[config.mk]
export PLATFORM = sky130hd
export DESIGN_NAME = clock_set_ctrl
export DESIGN_NICKNAME = d
export VERILOG_FILES = /design/src/rtl/clock_set_ctrl.sv
export SDC_FILE = /design/constraint.sdc
export NUM_CORES = 1
export LEC_CHECK = 0
export ABC_AREA = 1
export CAP_MARGIN = 20
export CORE_MARGIN = 4
export CORE_UTILIZATION = 60
export CTS_CLUSTER_DIAMETER = 150
export CTS_CLUSTER_SIZE = 30
export DETAILED_ROUTE_END_ITERATION = 8
export GPL_TIMING_DRIVEN = 0
export PLACE_DENSITY = 0.88
export SETUP_SLACK_MARGIN = 0.4
export SLEW_MARGIN = 20
export SYNTH_ARGS = -nofsm -noshare
export SYNTH_HDL_FRONTEND = slang
export SYNTH_SLANG_ARGS = --single-unit
export TNS_END_PERCENT = 100
[constraint.sdc]
create_clock -name clk -period 3.4 [get_ports clk]
set_clock_uncertainty 0.05 [all_clocks]
set_input_delay 0.51 -clock clk [delete_from_list [all_inputs] [get_ports clk]]
set_output_delay 0.51 -clock clk [all_outputs]
set_load 0.01 [all_outputs]
[src/rtl/clock_set_ctrl.sv]
// Time-setting controller: debounces the mode/increment buttons and runs the
// RUN / SET_HOUR / SET_MIN editor that commits shadow time to the clock core.
module clock_set_ctrl #(
  parameter int DEBOUNCE_CYCLES = 500000,
  parameter int HOLD_CYCLES     = 25000000,
  parameter int REPEAT_CYCLES   = 10000000,
  parameter int TIMEOUT_S       = 10
) (
  input  logic       clk,
  input  logic       reset,
  input  logic       btn0_n,
  input  logic       btn1_n,
  input  logic       s_tick,
  input  logic [4:0] cur_hour,
  input  logic [5:0] cur_min,
  output logic [4:0] edit_hour,
  output logic [5:0] edit_min,
  output logic       load,
  output logic       editing,
  output logic       sel_h,
  output logic       sel_m
);

  localparam int CW   = (DEBOUNCE_CYCLES > 1) ? $clog2(DEBOUNCE_CYCLES) : 1;
  localparam int RMAX = (HOLD_CYCLES > REPEAT_CYCLES) ? HOLD_CYCLES : REPEAT_CYCLES;
  localparam int RW   = (RMAX > 1) ? $clog2(RMAX) : 1;
  localparam int TW   = (TIMEOUT_S > 1) ? $clog2(TIMEOUT_S) : 1;

  localparam logic [CW-1:0] DB_LAST    = CW'(DEBOUNCE_CYCLES - 1);
  localparam logic [RW-1:0] HOLD_LAST  = RW'(HOLD_CYCLES - 1);
  localparam logic [RW-1:0] RPT_LAST   = RW'(REPEAT_CYCLES - 1);
  localparam logic [TW-1:0] IDLE_LAST  = TW'(TIMEOUT_S - 1);

  typedef enum logic [1:0] {
    RUN      = 2'd0,
    SET_HOUR = 2'd1,
    SET_MIN  = 2'd2
  } state_t;

  state_t          state;
  logic [1:0]      raw;
  logic [1:0]      sync0;
  logic [1:0]      sync1;
  logic [1:0]      pressed;
  logic [1:0]      level;
  logic [1:0]      level_d;
  logic [1:0]      press;
  logic [CW-1:0]   db_cnt [2];
  logic [RW-1:0]   rep_cnt;
  logic            repeating;
  logic            btn1_held;
  logic            rep_fire;
  logic            inc;
  logic [TW-1:0]   idle_cnt;
  logic [4:0]      hour_next;
  logic [5:0]      min_next;

  assign raw = {btn1_n, btn0_n};

  // Synchronizers idle at the released (high) raw level.
  always_ff @(posedge clk or posedge reset) begin
    if (reset) begin
      sync0 <= 2'b11;
      sync1 <= 2'b11;
    end else begin
      sync0 <= raw;
      sync1 <= sync0;
    end
  end

  assign pressed = ~sync1;

  always_ff @(posedge clk or posedge reset) begin
    if (reset) begin
      level   <= 2'b00;
      level_d <= 2'b00;
      for (int i = 0; i < 2; i++) begin
        db_cnt[i] <= '0;
      end
    end else begin
      level_d <= level;
      for (int i = 0; i < 2; i++) begin
        if (pressed[i] != level[i]) begin
          if (db_cnt[i] == DB_LAST) begin
            level[i]  <= pressed[i];
            db_cnt[i] <= '0;
          end else begin
            db_cnt[i] <= db_cnt[i] + CW'(1);
          end
        end else begin
          db_cnt[i] <= '0;
        end
      end
    end
  end

  assign press     = level & ~level_d;
  assign btn1_held = level[1] & level_d[1];

  // Repeat counter starts at the press pulse; first target is the hold delay.
  assign rep_fire = btn1_held &&
                    (rep_cnt == (repeating ? RPT_LAST : HOLD_LAST));

  always_ff @(posedge clk or posedge reset) begin
    if (reset) begin
      rep_cnt   <= '0;
      repeating <= 1'b0;
    end else if (!btn1_held) begin
      rep_cnt   <= '0;
      repeating <= 1'b0;
    end else if (rep_fire) begin
      rep_cnt   <= '0;
      repeating <= 1'b1;
    end else begin
      rep_cnt   <= rep_cnt + RW'(1);
    end
  end

  assign inc       = press[1] | rep_fire;
  assign hour_next = (edit_hour >= 5'd23) ? 5'd0 : edit_hour + 5'd1;
  assign min_next  = (edit_min >= 6'd59) ? 6'd0 : edit_min + 6'd1;

  // btn0 is checked first so it wins over a simultaneous increment or tick.
  always_ff @(posedge clk or posedge reset) begin
    if (reset) begin
      state     <= RUN;
      edit_hour <= 5'd0;
      edit_min  <= 6'd0;
      load      <= 1'b0;
      editing   <= 1'b0;
      sel_h     <= 1'b0;
      sel_m     <= 1'b0;
      idle_cnt  <= '0;
    end else begin
      load <= 1'b0;
      case (state)
        RUN: begin
          idle_cnt <= '0;
          if (press[0]) begin
            state     <= SET_HOUR;
            edit_hour <= cur_hour;
            edit_min  <= cur_min;
            editing   <= 1'b1;
            sel_h     <= 1'b1;
            sel_m     <= 1'b0;
          end
        end

        SET_HOUR: begin
          if (press[0]) begin
            state    <= SET_MIN;
            sel_h    <= 1'b0;
            sel_m    <= 1'b1;
            idle_cnt <= '0;
          end else if (inc) begin
            edit_hour <= hour_next;
            idle_cnt  <= '0;
          end else if (s_tick) begin
            if (idle_cnt == IDLE_LAST) begin
              state    <= RUN;
              editing  <= 1'b0;
              sel_h    <= 1'b0;
              idle_cnt <= '0;
            end else begin
              idle_cnt <= idle_cnt + TW'(1);
            end
          end
        end

        SET_MIN: begin
          if (press[0]) begin
            state    <= RUN;
            load     <= 1'b1;
            editing  <= 1'b0;
            sel_m    <= 1'b0;
            idle_cnt <= '0;
          end else if (inc) begin
            edit_min <= min_next;
            idle_cnt <= '0;
          end else if (s_tick) begin
            if (idle_cnt == IDLE_LAST) begin
              state    <= RUN;
              editing  <= 1'b0;
              sel_m    <= 1'b0;
              idle_cnt <= '0;
            end else begin
              idle_cnt <= idle_cnt + TW'(1);
            end
          end
        end

        default: begin
          state    <= RUN;
          editing  <= 1'b0;
          sel_h    <= 1'b0;
          sel_m    <= 1'b0;
          idle_cnt <= '0;
        end
      endcase
    end
  end

endmodule

==> run metrics <==
Post-CTS Setup Repair Bufs=0; ANT cells=0; GRT met3 Usage=4.637%; fin cells=816; # IOs=31; Fmax achieved=508.2 MHz; Clock transition at path regs=0.09 ns; GRT overflow=0; Die H=100.7 um; async set or reset register ratio after synthesis=100.0%; R2R Setup Slk=1.43 ns; DRT iter0 DRCs=229; Slew Limit Headroom=64.47%; post-layout worst setup margin=1.432 ns; fin crit period=1.968 ns; VDD IR max=0.0002956 V; Yosys top cell area share=43.18%; setup TNS=0 ns; CTS root buf=clkbuf_8; LEAKAGE=2.525 nW; Crit path max-delay family=simple AND/OR/NAND/NOR gates; outcome=completed; Placed Instance Area=5619 um^2; CP Max Fanout=10; Hold Path Depth=0; row cnt=33; hold path endpoint=sync1[0]; fin nets=733; DR WL/cell=13.80 um; syn nets=691; CTS tree=done; Post-Syn Area=5157 um^2; most frequent CP cell=nand2_1; Synth top cells by count=nand2_1, nor2_1, dfrtp_1; total track usage=23.38%; initial antenna violation count=0; sequential area share after synthesis=45.22%; slowest cell on the critical path=dfrtp_1; count of TritonRoute iterations in the first routing pass=5; crit path cell chain=inv_1 > ha_1 > clkinv_1 > nor2_1 > nor2_1 > nor2_1 > nand2_1 > nand2_1 > nand2_1 > nand2_1; Via Count=4577; grt met1 use=29.55%; Tightest Pin Transition=0.5289 ns; Crit path arrival time=2.22 ns; largest net degree at the start of global routing=61; first-pass GRT wire length=19530 um; max incr delay on CP=0.41 ns; H-tree Lvls=3; Synth Flop Type=dfrtp_1; # fillers=643; crit end category=register; Post-CTS Resized=0; Final period util=57.88%; GRT met2 Usage=40.05%; Post-Route WL=11260 um; Crit path required time=3.65 ns; critical path class=reg2reg; GPL Wtd Cong=0.9382; syn avg cell area=7.767 um^2; FF+latch count, synth=93; dominant cells by area after synthesis=dfrtp_1, nand2_1, nor2_1; area leader, netlist=dfrtp_1; Cells after Synth=664; Post-synth EDFFs=0; RSZ-0062 raised after global routing=false; worst hold start=sync0[0]; Initial Utilization=62.14%; most used routing layer=met2; clock latency on the worst-skew pair=0.36 ns; DRC=0; Die X=100.7 um; Netlist cell types=36; most frequent cell after synthesis=nand2_1; final core occ=69.95%; FF-to-FF End=editing; CTS Hold Bufs=0; Num CTS Buffers=9; Final Hold Viols=0; Via density=5.609; WHS=0.3101 ns; input/output buffers=30; Inst Count DP=800; HPWL Detailed=8111 um; crit start category=register; clock sinks=93; number of global-route vias before repair=4460; final setup vio count=0; synthesis warning total=0; Max Cap Violations=0; Worst R2R Path Depth=10; Power Dens Cells=484.0 nW/um^2; Buf/Inv on CP=2; Longest Clk Path Bufs=2; HP Class=reg2reg; die area=10140 um^2; FF-to-FF Start=state[0]; final instance area=5806 um^2; Max Slew Vio Count=0; post-route ant nets=0; share of cells above drive strength 1=8.298%; pre-CTS setup slack=1.458 ns; area delta synth->final=12.57%; Total Power=2.810 mW; core area=8299 um^2
layout by cell type, fill, tap and decap left out, types with 3 or more instances in the layout:
| cell type | n |
|---|---|
| a211oi_1 | 4 |
| a21oi_1 | 17 |
| buf_2 | 4 |
| clkbuf_8 | 11 |
| clkdlybuf4s50_1 | 30 |
| clkinv_1 | 3 |
| dfrtp_1 | 89 |
| dfstp_2 | 4 |
| ha_1 | 11 |
| inv_1 | 73 |
| nand2_1 | 149 |
| nand2_2 | 5 |
| nand2_4 | 3 |
| nand3_1 | 43 |
| nand3_2 | 4 |
| nand3b_1 | 3 |
| nand4_1 | 26 |
| nor2_1 | 107 |
| nor2_2 | 9 |
| nor3_1 | 24 |
| nor3b_1 | 4 |
| o21ai_0 | 24 |
| or2_2 | 5 |
| xnor2_1 | 11 |
| xor2_1 | 24 |
logic make-up (layout without fill, tap and decap cells):
group	count (synthesis)	in the layout	synth area share, %
compound gates	54	54	5.823
xor+xnor	35	35	5.944
fa+ha+maj	11	11	2.669
buf+inv	83	130	6.138
flops	93	93	45.22
simple gates	388	388	34.21
flip-flops by register name, indices dropped and copies added (netlist names):
name	flops
db_cnt	38
rep_cnt	25
edit_min	6
edit_hour	5
idle_cnt	4
level	2
level_d	2
state	2
sync0	2
sync1	2
editing	1
load	1
repeating	1
sel_h	1
sel_m	1
worst max path at each step:
stage | start | end | slack [ns] | cells after the start
2_1_floorplan | reset | db_cnt[0] | 0.43 | 1
3_3_place_gp | reset | rep_cnt[24] | -0.86 | 2
3_5_place_dp | db_cnt[0] | db_cnt[13] | 1.46 | 8
4_1_cts | db_cnt[0] | db_cnt[13] | 1.44 | 8
5_1_grt | db_cnt[0] | db_cnt[3] | 1.20 | 8
6_report | state[0] | editing | 1.43 | 10
report_power, final:
| part | leakage [nW] | total, mW | internal (mW) | switching, mW |
|---|---|---|---|---|
| Combinational | 1.17 | 0.774 | 0.339 | 0.435 |
| Sequential | 1.26 | 1.33 | 1.21 | 0.116 |
| Clock | 0.0953 | 0.705 | 0.306 | 0.399 |
metal layers:
metal	part of all wire (%)	wire length, um
met1	44	4901
met3	5.4	603
met5	0	0
met4	1.7	191
met2	49	5563
cell type report:
cell class	instances	area (um^2)	area share, %
clock inverter	5	35.03	0.6034
sequential	93	2332	40.17
inverter	79	299.0	5.151
tap	105	131.4	2.263
buffer	4	20.02	0.3448
clock buffer	11	151.4	2.608
timing repair buffer	31	327.8	5.647
multi-input combinational	488	2509	43.21
Power figures use the tool's default switching activity.
